$ cat src/rtl/note_lane_scheduler.sv
// note_lane_scheduler
// Per-lane note store for the display path. Up to DEPTH notes are kept
// oldest-first in a circular buffer. Once per frame every note moves down by
// SPEED rows. A note that scrolls off screen is retired with a miss pulse.
// The renderer reads any note's y position through an indexed read port.
//
// Build option: define NOTE_LANE_HIT_EN to enable strum judging against the
// hit window. If it is not defined, strum is ignored and hit stays low.
//
// Ports
//   clock        system clock, rising edge
//   reset        synchronous, active-high
//   frame_tick   one pulse per frame; starts an advance pass
//   spawn_valid  request to add a note at y=0
//   spawn_ready  spawn is accepted when valid and ready are both high
//   strum        one pulse per strum from the key decoder
//   hit          registered pulse: a strum hit the oldest note
//   miss         registered pulse: a note was retired, or a strum missed
//   rd_idx       read slot, relative to the oldest note
//   rd_y         registered y value of slot rd_idx
//   rd_valid     registered rd_idx < count
//   count        number of active notes
//   busy         high while an advance/retire pass is running
//
// state   | meaning
// IDLE    | accepts spawns, judges strums, starts a pass on a frame tick
// ADVANCE | walks the live notes, one slot per cycle, adding SPEED
// RETIRE  | pops the oldest note if it is off screen, then returns to IDLE
module note_lane_scheduler #(
  parameter int DEPTH    = 8,
  parameter int Y_W      = 9,
  parameter int SPEED    = 2,
  parameter int SCREEN_H = 480,
  parameter int HIT_LO   = 400,
  parameter int HIT_HI   = 440,
  localparam int PTR_W   = $clog2(DEPTH),
  localparam int CNT_W   = PTR_W + 1
) (
  input  logic             clock,
  input  logic             reset,
  input  logic             frame_tick,
  input  logic             spawn_valid,
  output logic             spawn_ready,
  input  logic             strum,
  output logic             hit,
  output logic             miss,
  input  logic [PTR_W-1:0] rd_idx,
  output logic [Y_W-1:0]   rd_y,
  output logic             rd_valid,
  output logic [CNT_W-1:0] count,
  output logic             busy
);

  typedef enum logic [1:0] {IDLE, ADVANCE, RETIRE} state_t;

  localparam logic [Y_W:0]   SCREEN_LIM = (Y_W+1)'(SCREEN_H);
  localparam logic [Y_W-1:0] HIT_LO_Y   = Y_W'(HIT_LO);
  localparam logic [Y_W-1:0] HIT_HI_Y   = Y_W'(HIT_HI);
  localparam logic [CNT_W-1:0] FULL     = CNT_W'(DEPTH);

  state_t           state_q, state_d;
  logic [CNT_W-1:0] walk_q, walk_d;
  logic [PTR_W-1:0] head_q, tail_q;
  logic [CNT_W-1:0] count_q;
  logic             tick_pend_q, tick_pend_d;
  logic             hit_q, hit_d, miss_q, miss_d;
  logic [Y_W-1:0]   rd_y_q;
  logic             rd_valid_q;
  logic [Y_W-1:0]   y_mem [DEPTH];

  logic             push, pop, adv_we;
  logic [PTR_W-1:0] walk_slot;
  logic [Y_W:0]     adv_sum;
  logic [Y_W-1:0]   adv_y;
  logic [Y_W-1:0]   head_y;
  logic             in_window, off_screen;

  assign head_y     = y_mem[head_q];
  assign in_window  = (count_q != '0) && (head_y >= HIT_LO_Y) && (head_y <= HIT_HI_Y);
  assign off_screen = ({1'b0, head_y} >= SCREEN_LIM);

  // Saturate instead of wrapping so a stalled note never jumps back on screen.
  assign walk_slot = head_q + walk_q[PTR_W-1:0];
  assign adv_sum   = {1'b0, y_mem[walk_slot]} + (Y_W+1)'(SPEED);
  assign adv_y     = adv_sum[Y_W] ? '1 : adv_sum[Y_W-1:0];

  assign spawn_ready = (state_q == IDLE) && (count_q != FULL) && !frame_tick && !tick_pend_q;

`ifdef NOTE_LANE_HIT_EN
  logic strum_pend_q, strum_pend_d;
`else
  logic unused_strum;
  assign unused_strum = strum ^ in_window;
`endif

  always_comb begin
    state_d     = state_q;
    walk_d      = walk_q;
    tick_pend_d = tick_pend_q;
    push        = 1'b0;
    pop         = 1'b0;
    adv_we      = 1'b0;
    hit_d       = 1'b0;
    miss_d      = 1'b0;
`ifdef NOTE_LANE_HIT_EN
    strum_pend_d = strum_pend_q;
`endif
    case (state_q)
      IDLE: begin
        if (frame_tick || tick_pend_q) begin
          state_d     = ADVANCE;
          walk_d      = '0;
          tick_pend_d = 1'b0;
`ifdef NOTE_LANE_HIT_EN
          // The tick wins this cycle; the strum waits for the pass to end.
          if (strum) strum_pend_d = 1'b1;
`endif
        end else begin
`ifdef NOTE_LANE_HIT_EN
          // Judged against the head before any same-cycle spawn lands.
          if (strum_pend_q || strum) begin
            strum_pend_d = 1'b0;
            if (in_window) begin
              pop   = 1'b1;
              hit_d = 1'b1;
            end else begin
              miss_d = 1'b1;
            end
          end
`endif
          push = spawn_valid && spawn_ready;
        end
      end
      ADVANCE: begin
        if (frame_tick) tick_pend_d = 1'b1;
`ifdef NOTE_LANE_HIT_EN
        if (strum) strum_pend_d = 1'b1;
`endif
        if (walk_q == count_q) begin
          state_d = RETIRE;
        end else begin
          adv_we = 1'b1;
          walk_d = walk_q + CNT_W'(1);
        end
      end
      RETIRE: begin
        if (frame_tick) tick_pend_d = 1'b1;
`ifdef NOTE_LANE_HIT_EN
        if (strum) strum_pend_d = 1'b1;
`endif
        if ((count_q != '0) && off_screen) begin
          pop    = 1'b1;
          miss_d = 1'b1;
        end
        state_d = IDLE;
      end
      default: state_d = IDLE;
    endcase
  end

  always_ff @(posedge clock) begin
    if (reset) begin
      state_q     <= IDLE;
      walk_q      <= '0;
      head_q      <= '0;
      tail_q      <= '0;
      count_q     <= '0;
      tick_pend_q <= 1'b0;
      hit_q       <= 1'b0;
      miss_q      <= 1'b0;
      rd_y_q      <= '0;
      rd_valid_q  <= 1'b0;
    end else begin
      state_q     <= state_d;
      walk_q      <= walk_d;
      tick_pend_q <= tick_pend_d;
      hit_q       <= hit_d;
      miss_q      <= miss_d;
      if (pop)  head_q <= head_q + PTR_W'(1);
      if (push) tail_q <= tail_q + PTR_W'(1);
      count_q     <= count_q + CNT_W'(push) - CNT_W'(pop);
      rd_y_q      <= y_mem[head_q + rd_idx];
      rd_valid_q  <= ({1'b0, rd_idx} < count_q);
    end
  end

`ifdef NOTE_LANE_HIT_EN
  always_ff @(posedge clock) begin
    if (reset) strum_pend_q <= 1'b0;
    else       strum_pend_q <= strum_pend_d;
  end
`endif

  // Note storage has no reset; only slots inside head..tail are ever observed.
  always_ff @(posedge clock) begin
    if (adv_we)    y_mem[walk_slot] <= adv_y;
    else if (push) y_mem[tail_q]    <= '0;
  end

  assign hit      = hit_q;
  assign miss     = miss_q;
  assign rd_y     = rd_y_q;
  assign rd_valid = rd_valid_q;
  assign count    = count_q;
  assign busy     = (state_q != IDLE);

endmodule

$ cat config.mk
export PLATFORM = sky130hd
export DESIGN_NAME = note_lane_scheduler
export DESIGN_NICKNAME = d
export VERILOG_FILES = /design/src/rtl/note_lane_scheduler.sv
export SDC_FILE = /design/constraint.sdc
export NUM_CORES = 1
export LEC_CHECK = 0
export ABC_AREA = 1
export BUFFER_PORTS_ARGS = -buffer_cell sky130_fd_sc_hd__buf_4
export CAP_MARGIN = 20
export CELL_PAD_IN_SITES_DETAIL_PLACEMENT = 1
export CELL_PAD_IN_SITES_GLOBAL_PLACEMENT = 1
export CORE_ASPECT_RATIO = 1.1
export CORE_UTILIZATION = 27
export CTS_CLUSTER_SIZE = 10
export DETAILED_ROUTE_END_ITERATION = 12
export PLACE_DENSITY = 0.49
export SLEW_MARGIN = 10
export SYNTH_ARGS = -nofsm -noshare
export SYNTH_HDL_FRONTEND = slang
export SYNTH_SLANG_ARGS = --single-unit
export TNS_END_PERCENT = 100
$ cat constraint.sdc
create_clock -name clock -period 3.39 [get_ports clock]
set_clock_uncertainty 0.05 [all_clocks]
set_input_delay 0.5085 -clock clock [delete_from_list [all_inputs] [get_ports clock]]
set_output_delay 0.5085 -clock clock [all_outputs]
set_load 0.03 [all_outputs]
Yosys cells after proc, flatten, opt, wreduce, memory -nomap -nowiden
Memory sizes are Yosys's and may differ from the RTL's. A register that Yosys moved wholly into a read port is not among the register bits.
Index checks and enable logic that the tools add are counted.

word-level totals
  flip-flop bits (word level) = 19
  RAM bits = 72
  input bits = 8
  output and inout port bits = 18
  logic and storage cells = 71
  memories = 1

memory list
  memory  words  bits a word  read ports  clocked after Yosys merged registers in  wr ports  RTL line  RTL
  y_mem   8      9            3           2                                        1         69        logic [Y_W-1:0] y_mem [DEPTH];

cells by class
  add/sub/neg operators = 8
  $lt $le $gt $ge = 2
  equal/unequal tests = 8
  multiplexer cells = 26
  reductions and logical operators = 18

operators by type and width
  kind                  number
  $mux 9                2
  $mux 1                14
  $add 9x2->10 const B  1
  $ge 9x9->1 const B    1
  $mux 3                3
  $reduce_or 9->1       1
  $mux 4                2
  $pmux 4 s2            1
  $add 3x1->3 const B   2
  $add 3x3->3           2
  $reduce_and 3->1      2
  $reduce_bool 2->1     3
  $logic_and 1x1->1     5
  $add 4x1->4           1
  $add 4x1->4 const B   1
  $eq 4x4->1            1
  $lt 3x4->1            1
  $mux 2                2
  $ne 2x1->1 const B    2
  $ne 2x2->1 const B    2
  $ne 4x4->1 const B    1
  $pmux 2 s2            1
  $reduce_bool 4->1     1
  $sub 4x1->4           1
  other kinds (8)       9

Logic depth before layout (Yosys ltp)
  word-level depth = 12
  mapped depth = 18
  depth with buffers taken out = 17

Worst setup path before layout
Ideal clock, no wire load.

  kind = register -> register
  from = reg walk_q[0]
  to = mem y_mem[0][4], data pin
  setup time = 224 ps
  arrival = 2507 ps
  data required time = 3116 ps
  slack = 609 ps
  stages on the path, launching flop included = 15
  buffers on the path = 1
  period minus slack after synthesis = 2781 ps
  cells stage by stage = dfxtp_1 ha_1 fa_1 inv_2 buf_2 nand3_1 nand2_1 nand2_1 nand2_1 inv_1 ha_1 nand2_4 nor2_4 nand2_2 a21oi_1

on the way
  cells in the longest elaborated chain, start to end = 7

ends and longest elaborated chain
  element                                                               RTL line  RTL
  start, declared                                                       62        logic [CNT_W-1:0] walk_q, walk_d;
  start signal, assigned                                                175       walk_q <= walk_d;
  parallel branches: the longest is 6 deep, another holds $add 9x2->10  --
  $mux 9 (no line) *                                                    --
  end, declared                                                         69

Mark *: on every way between the ends.

Final worst setup path
  from = reg head_q[0]
  to = mem y_mem[4][0], data pin

on the way
  cells in the longest elaborated chain, start to end = 5

ends and longest elaborated chain
  element                 RTL line  RTL
  start, declared         63        logic [PTR_W-1:0] head_q, tail_q;
  start signal, assigned  179       if (pop) head_q <= head_q + PTR_W'(1);
  $add 3x3->3             83        assign walk_slot = head_q + walk_q[PTR_W-1:0];
  $mem_v2 8x9             --
  $add 9x2->10            84        assign adv_sum = {1'b0, y_mem[walk_slot]} + (Y_W+1)'(SPEED);
  $mux 9                  85        assign adv_y = adv_sum[Y_W] ? '1 : adv_sum[Y_W-1:0];
  $mux 9 (no line)        --

Every way passes these cells.

==> results.md <==
* HP Class: in2reg
* GRT Util Overall at 17.2%
* Final Wtd Congestion at 0.785
* Critical path arrival at 3.14 ns
* Die W at 140 um
* Share of cells above drive strength 1 at 15.6%
* Yosys warning total at 0
* Most common cell after layout, fill and taps aside: nand2_1
* Finished Layout Cells at 953
* Tightest Pin Transition at 0.675 ns
* Drt total wl at 17700 um
* Final number of hold-violating endpoints at 0
* Max Cap Violations at 0
* GRT busiest layer: met2
* Met2 global-route usage at 30.3%
* Distinct cells, synth at 38
* Initial antenna violation count at 0
* Routed WL per cell at 18.5 um
* Reg clk slew, reported paths at 0.08 ns
* Nets at 720
* Clock Latency Late Sink at 0.36 ns
* CP peak stage delay at 0.54 ns
* Vias per cell at 4.88
* Slowest-stage cell, CP: fa_1
* Fmax at 322 MHz
* Pin count of the biggest net entering global routing at 33
* Ant. Diodes at 0
* Final count of negative-setup-slack endpoints at 0
* Critical path data required time at 3.42 ns
* Slew HR at 55.0%
* Overflow after GRT at 0
* Clk buf depth at 2
* Reg2reg path depth at 11
* CP Capture Type: flip-flop
* Pwr dens at 806 mW/mm^2
* DRC viols at 0
* CP startpoint: head_q[0]
* Reg2Reg Launch Point: head_q[0]
* CTS sink cnt at 103
* Reg-to-reg setup timing slack at 0.28 ns
* Row cnt at 55
* Placed Cells at 937
* Cts repair resizes at 0
* Worst vdd ir at 343 uV
* Leak Pwr at 2.69 nW
* Crit-path cells: ha_1, fa_1, inv_2, nand3_1, nand2_1, o21ai_4, ha_1, nand2_4, nor2_4, nand2_2, a21oi_1
* Syn_area_per_cell at 8.57 um^2
* Met3 Resource Use GR at 2.57%
* Total Power at 5.22 mW
* Drt first pass iters at 4
* Die Ht at 153 um
* Most common cell on crit path: ha_1
* Clock root cell: clkbuf_16
* Initial Util at 27.4%
* Final ANT Viol Nets at 0
* Status: finished clean
* TritonCTS clock tree: yes
* Die Footprint at 0.0214 mm^2
* DR vias at 4654
* Final worst path period need at 3.11 ns
* Setup TNS at 0 ns
* Post-CTS Setup Repair Bufs at 0
* I/O Buffers at 23
* CTS H-tree lvls at 3
* Startpoint Class: flip-flop
* CTS Hold Buffers Added at 0
* Post-synthesis cell area at 0.00562 mm^2
* Fin crit share at 91.7%
* Hpwl dp at 12900 um
* Critical setup path kind: reg2reg
* Vias in the first global route at 4974
* Syn nets at 684
* First-pass GRT wire length at 27500 um
* Most frequent cells in the layout: nand2_1 (137), inv_1 (79), edfxtp_1 (72)
* Sequential fraction of the synthesis area at 49.5%
* Met1 usage in global routing at 21.8%
* TritonCTS buffer count at 9
* FF+latch count, synth at 103
* R2r endpoint: y_mem[4][0]
* CP endpoint: y_mem[4][0]
* Syn Inst Count at 656
* CP Max Fanout at 14
* Final Util at 31.6%
* RSZ-0062 raised after global routing: false
* Max-slew violation count at 0
* Initial detailed-routing violation count at 229
* Area delta synth->final at 15.3%
* CORE AREA at 0.0205 mm^2
* IO Pins at 26
==> Yosys cell counts <==
library cell | number | area, um^2
buf_2 | 12 | 60.1
nor3_1 | 5 | 25.0
or2_2 | 1 | 6.26
buf_12 | 1 | 20.0
clkbuf_1 | 14 | 52.6
o21ai_4 | 1 | 16.3
o21ai_1 | 3 | 15.0
edfxtp_1 | 72 | 2160
fa_1 | 3 | 60.1
xnor2_1 | 6 | 52.6
nor2_1 | 47 | 176
o22ai_1 | 1 | 6.26
buf_4 | 2 | 15.0
inv_1 | 79 | 297
inv_4 | 1 | 6.26
o211ai_1 | 17 | 128
o21ai_2 | 1 | 8.76
nor2_4 | 4 | 45.0
dfxtp_1 | 31 | 621
nand4_1 | 6 | 37.5
conb_1 | 1 | 3.75
nand3_1 | 38 | 190
nand2_2 | 13 | 81.3
a31oi_4 | 1 | 21.3
nand2_4 | 3 | 33.8
nand2_1 | 137 | 514
mux2i_1 | 2 | 20.0
a311oi_1 | 3 | 26.3
a21oi_1 | 56 | 280
o21ai_0 | 55 | 275
inv_2 | 6 | 22.5
xor2_1 | 5 | 43.8
a21o_1 | 1 | 7.51
buf_6 | 1 | 11.3
ha_1 | 17 | 213
nor2_2 | 1 | 6.26
nand3_2 | 2 | 20.0
a31oi_1 | 7 | 43.8
==> final cells by class <==
type | instances | area [um^2]
Sequential cell | 103 | 2780
Tap cell | 256 | 320
Clock inverter | 7 | 46.3
Clock buffer | 9 | 225
Multi-Input combinational cell | 437 | 2370
Fill cell | 2436 | 14000
Inverter | 86 | 325
Timing Repair Buffer | 55 | 413
==> metrics by stage <==
step,area [um^2],setup WS [ns],hold WS (ns)
after detailed placement,6200,0.136,0.446
after global routing,6480,0.0543,0.461
after floorplan,5620,0.609,0.395
final,6480,0.281,0.408
after global placement,6200,0.159,0.432
after CTS,6470,0.103,0.402
==> flip-flops by register name, summed over array words and instances, names as in the netlist, named ones only <==
register,flops
y_mem,72
tail_q,3
rd_valid,1
tick_pend_q,1
head_q,3
miss,1
rd_y,9
count,4
state_q,2
walk_q,4
==> per-layer routing <==
metal / up-vias / wire, um
met1: 2313 / 8160
met3: 19 / 419
met5: - / 0
met2: 59 / 8780
li1: 2263 / -
met4: 0 / 314
==> how the worst min path moves through the flow <==
stage                           from           to  slack [ns]  cells after the start
final                     frame_tick  tick_pend_q        0.41                      3
after global routing      frame_tick  tick_pend_q        0.46                      3
after CTS                 frame_tick  tick_pend_q        0.40                      3
after detailed placement   tail_q[2]    tail_q[2]        0.45                      2
after global placement     tail_q[1]    tail_q[1]        0.43                      2
after floorplan            tail_q[2]    tail_q[2]        0.39                      2
==> power by group <==
| part | leakage, nW | switching (mW) | internal (mW) | total, mW |
|---|---|---|---|---|
| clock | 0.138 | 0.489 | 0.501 | 0.990 |
| combinational | 1.65 | 1.58 | 0.709 | 2.29 |
| sequential | 0.907 | 0.0999 | 1.85 | 1.94 |
==> cell families (layout without fill, tap and decap cells) <==
group	Yosys count	count (layout)	synth area share (%)
compound gates	146	146	14.7
xor+xnor	11	11	1.71
fa+ha+maj	20	20	4.85
buf+inv	116	157	8.61
flops	103	103	49.5
mux	2	2	0.356
other cells	1	1	0.0667
simple gates	257	257	20.2
==> worst max-delay path: cells and delay by family, from the launching register on <==
family	cells	cell delay [ns]
buffers and inverters	1	0.19
AND/OR/NAND/NOR	5	0.61
flip-flops	1	0.34
AO/OA/AOI/OAI	2	0.66
adder cells (fa/ha/maj)	3	0.97
Power figures use the tool's default switching activity.
